[config.mk]
export PLATFORM = sky130hd
export DESIGN_NAME = pc_fetch
export DESIGN_NICKNAME = d
export VERILOG_FILES = /design/src/rtl/fetch_pkg.sv /design/src/rtl/pc_fetch.sv
export SDC_FILE = /design/constraint.sdc
export NUM_CORES = 1
export LEC_CHECK = 0
export ABC_AREA = 1
export CAP_MARGIN = 20
export CORE_ASPECT_RATIO = 1.4
export CORE_MARGIN = 3
export CORE_UTILIZATION = 25
export DETAILED_ROUTE_END_ITERATION = 12
export GPL_ROUTABILITY_DRIVEN = 0
export MAX_ROUTING_LAYER = met4
export PLACE_DENSITY = 0.55
export SLEW_MARGIN = 15
export SYNTH_ARGS = -nofsm -noshare
export SYNTH_HDL_FRONTEND = slang
export SYNTH_SLANG_ARGS = --single-unit
[constraint.sdc]
create_clock -name clk -period 3 [get_ports clk]
set_input_delay 0.6 -clock clk [delete_from_list [all_inputs] [get_ports clk]]
set_output_delay 0.6 -clock clk [all_outputs]
set_load 0.02 [all_outputs]
[src/rtl/fetch_pkg.sv]
// Shared fetch-stage types: the sequencer state for the single-outstanding-request imem port.
package fetch_pkg;

    typedef enum logic [1:0] {
        REQ   = 2'd0,
        WAIT  = 2'd1,
        VALID = 2'd2,
        DROP  = 2'd3
    } fetch_state_t;

    localparam int unsigned InstrBytes = 4;

endpackage : fetch_pkg

[src/rtl/pc_fetch.sv]
// PC register and fetch sequencer: one imem request at a time, fetched word offered to decode.
// Latency: gnt at t, rvalid at t+1, instr_valid at t+2 (zero wait states); 1 instr per 3 cycles.
// Backpressure: instr held stable and no new request while instr_valid && !instr_ready.
module pc_fetch
    import fetch_pkg::*;
#(
    parameter int unsigned          AddrWidth = 32,
    parameter int unsigned          DataWidth = 32,
    parameter logic [AddrWidth-1:0] ResetAddr = '0
) (
    input  logic                 clk,
    input  logic                 reset,
    input  logic [AddrWidth-1:0] pc_in,
    input  logic                 flush,
    output logic [AddrWidth-1:0] pc,
    output logic [AddrWidth-1:0] pc_plus4,
    output logic                 imem_req,
    output logic [AddrWidth-1:0] imem_addr,
    input  logic                 imem_gnt,
    input  logic                 imem_rvalid,
    input  logic [DataWidth-1:0] imem_rdata,
    output logic                 instr_valid,
    output logic [DataWidth-1:0] instr,
    output logic [AddrWidth-1:0] instr_pc,
    input  logic                 instr_ready
);

    fetch_state_t         state_q, state_d;
    logic [AddrWidth-1:0] pc_q, pc_d;
    logic [DataWidth-1:0] instr_q, instr_d;
    logic [AddrWidth-1:0] instr_pc_q, instr_pc_d;
    logic                 instr_valid_q, instr_valid_d;

    always_ff @(posedge clk or posedge reset) begin
        if (reset) begin
            state_q       <= REQ;
            pc_q          <= ResetAddr;
            instr_q       <= '0;
            instr_pc_q    <= ResetAddr;
            instr_valid_q <= 1'b0;
        end else begin
            state_q       <= state_d;
            pc_q          <= pc_d;
            instr_q       <= instr_d;
            instr_pc_q    <= instr_pc_d;
            instr_valid_q <= instr_valid_d;
        end
    end

    always_comb begin
        state_d       = state_q;
        pc_d          = pc_q;
        instr_d       = instr_q;
        instr_pc_d    = instr_pc_q;
        instr_valid_d = instr_valid_q;

        // A redirect always reloads the PC; the state column decides what happens to in-flight data.
        if (flush) begin
            pc_d = pc_in;
        end

        unique case (state_q)
            REQ: begin
                if (imem_gnt) begin
                    state_d = flush ? DROP : WAIT;
                end
            end
            WAIT: begin
                if (imem_rvalid) begin
                    state_d = REQ;
                    if (!flush) begin
                        instr_d       = imem_rdata;
                        instr_pc_d    = pc_q;
                        instr_valid_d = 1'b1;
                        state_d       = VALID;
                    end
                end else if (flush) begin
                    state_d = DROP;
                end
            end
            VALID: begin
                if (flush || instr_ready) begin
                    pc_d          = pc_in;
                    instr_valid_d = 1'b0;
                    state_d       = REQ;
                end
            end
            DROP: begin
                // The stale response still has to drain even if another redirect lands with it.
                if (imem_rvalid) begin
                    state_d = REQ;
                end
            end
            default: begin
                state_d = REQ;
            end
        endcase
    end

    assign pc          = pc_q;
    assign pc_plus4    = pc_q + AddrWidth'(InstrBytes);
    assign imem_addr   = pc_q;
    assign imem_req    = (state_q == REQ);
    assign instr_valid = instr_valid_q;
    assign instr       = instr_q;
    assign instr_pc    = instr_pc_q;

    a_no_stray_rvalid: assert property (
        @(posedge clk) disable iff (reset)
        !(imem_rvalid && (state_q == REQ || state_q == VALID))
    );

    a_hold_stable: assert property (
        @(posedge clk) disable iff (reset)
        (instr_valid && !instr_ready && !flush) |=>
            (instr_valid && $stable(instr) && $stable(instr_pc))
    );

endmodule : pc_fetch

* Word level (Yosys, flattened, before mapping)
Cells that the tools add are included.
Operators by class: $add $sub $neg 1, bitwise operators 1, multiplexer cells 15, eq/ne operators 9, reduce and logical (&&, ||, !) cells 6
Operators by type and width (count):
- 32-bit two-way mux | 3
- 32-bit by 3-bit adder with 32-bit output (second input constant) | 1
- 2-bit two-way mux | 7
- 2-bit != test (second input constant) | 4
- 2-bit one-hot mux with 4 select lines | 1
- 4-bit AND reduction | 2
- 2-bit equality test (second input constant) | 2
- 1-bit two-way mux | 3
- 3-bit != test (second input constant) | 1
- 3-bit AND reduction | 1
- 2-bit by 1-bit equality test with 1-bit output (second input constant) | 1
- 2-bit logical NOT | 1
- 2-bit by 1-bit != test with 1-bit output (second input constant) | 1
- 1-bit one-hot mux with 2 select lines | 1
- 2-bit nonzero test | 1
- 1-bit logical OR | 1
- 1-bit NOT | 1
Storage, ports and cells: logic and storage cells 37, output and inout port bits 162, input port bits 70, register bits after elaboration 99

* Depth between registers and ports, before layout
depth after elaboration 3, mapped depth 8, depth with buffers taken out 8

* Worst setup path before layout
No wires, ideal clock.
kind flip-flop to output port, start point register pc_q[3] (netlist: imem_addr[3]), end point output pc_plus4[18], path buffers 0, required time 2400 ps, cell stages (with the launch flop) 7, data arrival time 1578 ps, setup slack 822 ps, cells stage by stage dfrtp_1 > ha_1 > nand2_1 > nor2_4 > nand2_2 > nor2_2 > xor2_1
Between the ends: cells in the longest elaborated chain, start to end 1
RTL lines:
- from (decl) | line pc_fetch.sv:29 | logic [AddrWidth-1:0] pc_q, pc_d;
- from (signal assigned) | line pc_fetch.sv:37 | pc_q <= ResetAddr;
- from (signal assigned) | line pc_fetch.sv:43 | pc_q <= pc_d;
- 32-bit by 3-bit adder with 32-bit output | line pc_fetch.sv:101 | assign pc_plus4 = pc_q + AddrWidth'(InstrBytes);
- to (decl) | line pc_fetch.sv:16 | output logic [AddrWidth-1:0] pc_plus4,
Every way passes these cells.

* Worst setup path after layout
start point register pc_q[19] (netlist: imem_addr[19]), end point output pc_plus4[29]
Same word-level chain as after synthesis.

==> metrics.yaml <==
logic_synthesis:
  synth.distinct_cells: 22
  ys_seq_area_share_pct: 49.59
  yosysWarnings: 0
  yosys.area.top_type_share_pct: 49.59
  synth_area_leaders: "dfrtp_1 50%, nand2_1 17%, buf_4 5.1%, o21ai_2 5.1%, nand3_1 4.8%"
  syn_nets: 673
  synth.cell_area_um2: 4996
  syn_avg_cell_area_um2: 8.299
  synth_top_area_cell: "dfrtp_1"
  syn_inst: 602
  ys_ff_latch: 99
worst_hold_path:
  hp-class: "register to register"
  hold_depth: 2
  min_to: "instr[11]$_DFFE_PP0P_"
  hold_path_startpoint: "instr[11]$_DFFE_PP0P_"
floorplanning:
  ios: 232
  die-area_um2: 21740
  rows: 60
  core-area_um2: 19440
  die_height_um: 173.3
  start_util_pct: 25.69
  die_x_um: 125.5
pwr:
  intPower_w: 0.004232
  ir_worst_vdd_v: 0.0004497
  p_leak_nw: 3.519
  p_comb_share_pct: 50.5
  clockPowerShare_pct: 18.1
  switchingPower_w: 0.003014
  power_density_nw_per_um2: 948.0
  swShare_pct: 41.59
  seq_power_share_pct: 31.4
worst_setup_path:
  path_class: "register to output port"
  crit_start: "imem_addr[19]$_DFF_PP0_"
  worst_setup_path_end_kind: "output port"
  r2r_cells: 5
  critPathMaxFanout: 6
  arrival_ns: 2.25
  ff2ff_setup_slack_ns: 1.44
  required_ns: 2.40
  reg2reg_from: "state_q[0]$_DFFE_PP0P_"
  critPathLaunchType: "register"
  r2r-end: "instr_pc[8]$_DFFE_PP0P_"
sta:
  fin_setup_tns_ns: 0
  worst_pin_slew_ns: 0.5675
  final-max-slew-violation-count: 0
  setup_viol: 0
  hold_ws_ns: 0.4729
  relSlewSlack_pct: 62.17
  fmax_ghz: 0.3512
  fin_crit_sh_pct: 94.92
  period_minus_slack_ns: 2.848
  rsz0062_at_grt: "false"
  hold_viol_final: 0
  fin_worst_skew_ns: 0.009390
  setup_ws_ns: 0.1523
detailed_routing:
  detail_route.wirelength_um: 15950
  firstDrtPassIters: 6
  wl_per_cell_um: 15.21
  ant_nets: 0
  drtIter0Drc: 135
  drc: 0
  vias: 4540
  via_per_inst: 4.332
global_routing:
  track_usage_pct: 15.06
  grt_pass1_wl_um: 25270
  antenna_found_initial: 0
  grt_max_degree: 100
  first_global_vias: 4544
  grt-ovfl-total: 0
placement:
  io_buffer_count: 231
  dpl.hpwl_um: 11890
  post-place-ws_ns: 0.2906
layout:
  regArea_um2: 2485
  utilization_pct: 39.31
  layout.nets: 866
  diodes: 0
  multi_input_area_um2: 1942
  syn_to_final_growth_pct: 52.99
  nFillCells: 1986
  drive_above_1_share_pct: 9.500
run:
  max_cap_viol_count: 0
clocking:
  post_cts_buffers: 0
  cts_made_buffers: 9
  cts_buffer_depth: 2
  cts.sinks: 99
  cts_root_buf: "clkbuf_16"
  htree_levels: 3
  insertion_delay_ns: 0.35
  clk_pin_slew_ns: 0.07
  cts_tree: "done"
outcome:
  status: "complete, no violations"
how the worst max path moves through the flow:
stage                         to  slack [ns]  depth (start not counted)
floorplan           pc_plus4[18]        0.82                          6
global placement    pc_plus4[24]        0.33                          8
detailed placement  pc_plus4[16]        0.29                          7
CTS                 pc_plus4[17]        0.03                          6
global route        pc_plus4[31]       0.004                          7
finish              pc_plus4[29]        0.15                          7
power groups by stage:
| stage | clock network (W) | registers, W | logic [W] |
|---|---|---|---|
| 2_1_floorplan | 0 | 0.00284 | 0.00143 |
| 3_3_place_gp | 0 | 0.00228 | 0.00374 |
| 3_5_place_dp | 0 | 0.00230 | 0.00374 |
| 4_1_cts | 0.00136 | 0.00228 | 0.00373 |
| 5_1_grt | 0.00140 | 0.00236 | 0.00395 |
| 6_report | 0.00131 | 0.00227 | 0.00366 |
per-stage QoR:
stage	total power [W]	instances	area [um2]
4_1_cts	0.007372	1048	7614
5_1_grt	0.007711	1048	7644
2_1_floorplan	0.004270	602	5000
3_5_place_dp	0.006041	1032	7298
6_report	0.007246	1048	7644
3_3_place_gp	0.006024	1032	7298
cells by family (layout without fill, tap and decap cells):
| group | count (synthesis) | count (layout) | synth area share [%] |
|---|---|---|---|
| simple gates | 318 | 318 | 26.52 |
| buf+inv | 102 | 300 | 11.85 |
| flops | 99 | 99 | 49.59 |
| compound gates | 67 | 67 | 9.166 |
| xor+xnor | 15 | 15 | 2.630 |
| fa+ha+maj | 1 | 1 | 0.2504 |
final cells by class:
type | instances | share of cell area [%]
Clock buffer | 9 | 2.946
Clock inverter | 7 | 1.310
Inverter | 46 | 2.308
Multi-Input combinational cell | 401 | 25.41
Sequential cell | 99 | 32.51
Tap cell | 248 | 4.060
Timing Repair Buffer | 238 | 31.46
cells in the final DEF (no fill, tap or decap), types with 9 or more instances in the layout:
cell type        synthesis  final
clkbuf_16                0      9
clkdlybuf4s50_1          0    215
dfrtp_1                 99     93
dlygate4sd2_1            0     10
inv_1                   44     43
nand2_1                220    220
nand3_1                 48     48
nor2_1                  34     32
o21ai_0                 29     29
o21ai_2                 29     29
xor2_1                  15     15
layer usage:
metal	up-vias	share of wire, %	track usage [%]
met1	2134	40	17.05
met4	0	0.78	3.210
met2	163	52	26.29
li1	2233	-	-
met3	10	7.3	4.439
met5	-	0	-
cell usage after synthesis, drive strengths merged:
cell / n
nand3b: 1
nor2: 43
xor2: 15
o21ai: 66
nand3: 48
inv: 46
dfrtp: 99
ha: 1
o21bai: 1
buf: 49
nand2: 223
clkbuf: 7
nand4: 2
and2: 1
worst max-delay path: stages, from the launching register on:
cell and delay (ns):
dfrtp_1 0.47, nand2_1 0.13, nor2_1 0.22, nand2_1 0.13
nor2_1 0.18, nand3_1 0.09, nand2_1 0.07, clkdlybuf4s50_1 0.60
registers in the layout, summed over array words and instances, names as in the netlist:
name	count
imem_addr	32
instr	32
instr_valid	1
instr_pc	32
state_q	2
timing repair:
action / 4_1_cts / 5_1_grt
gates resized for setup: 11 / 14
hold buffers: 0 / 0
setup endpoints to repair: 10 / 11
gates cloned: 0 / 0
Note: power is estimated with default switching activity, not from simulation.
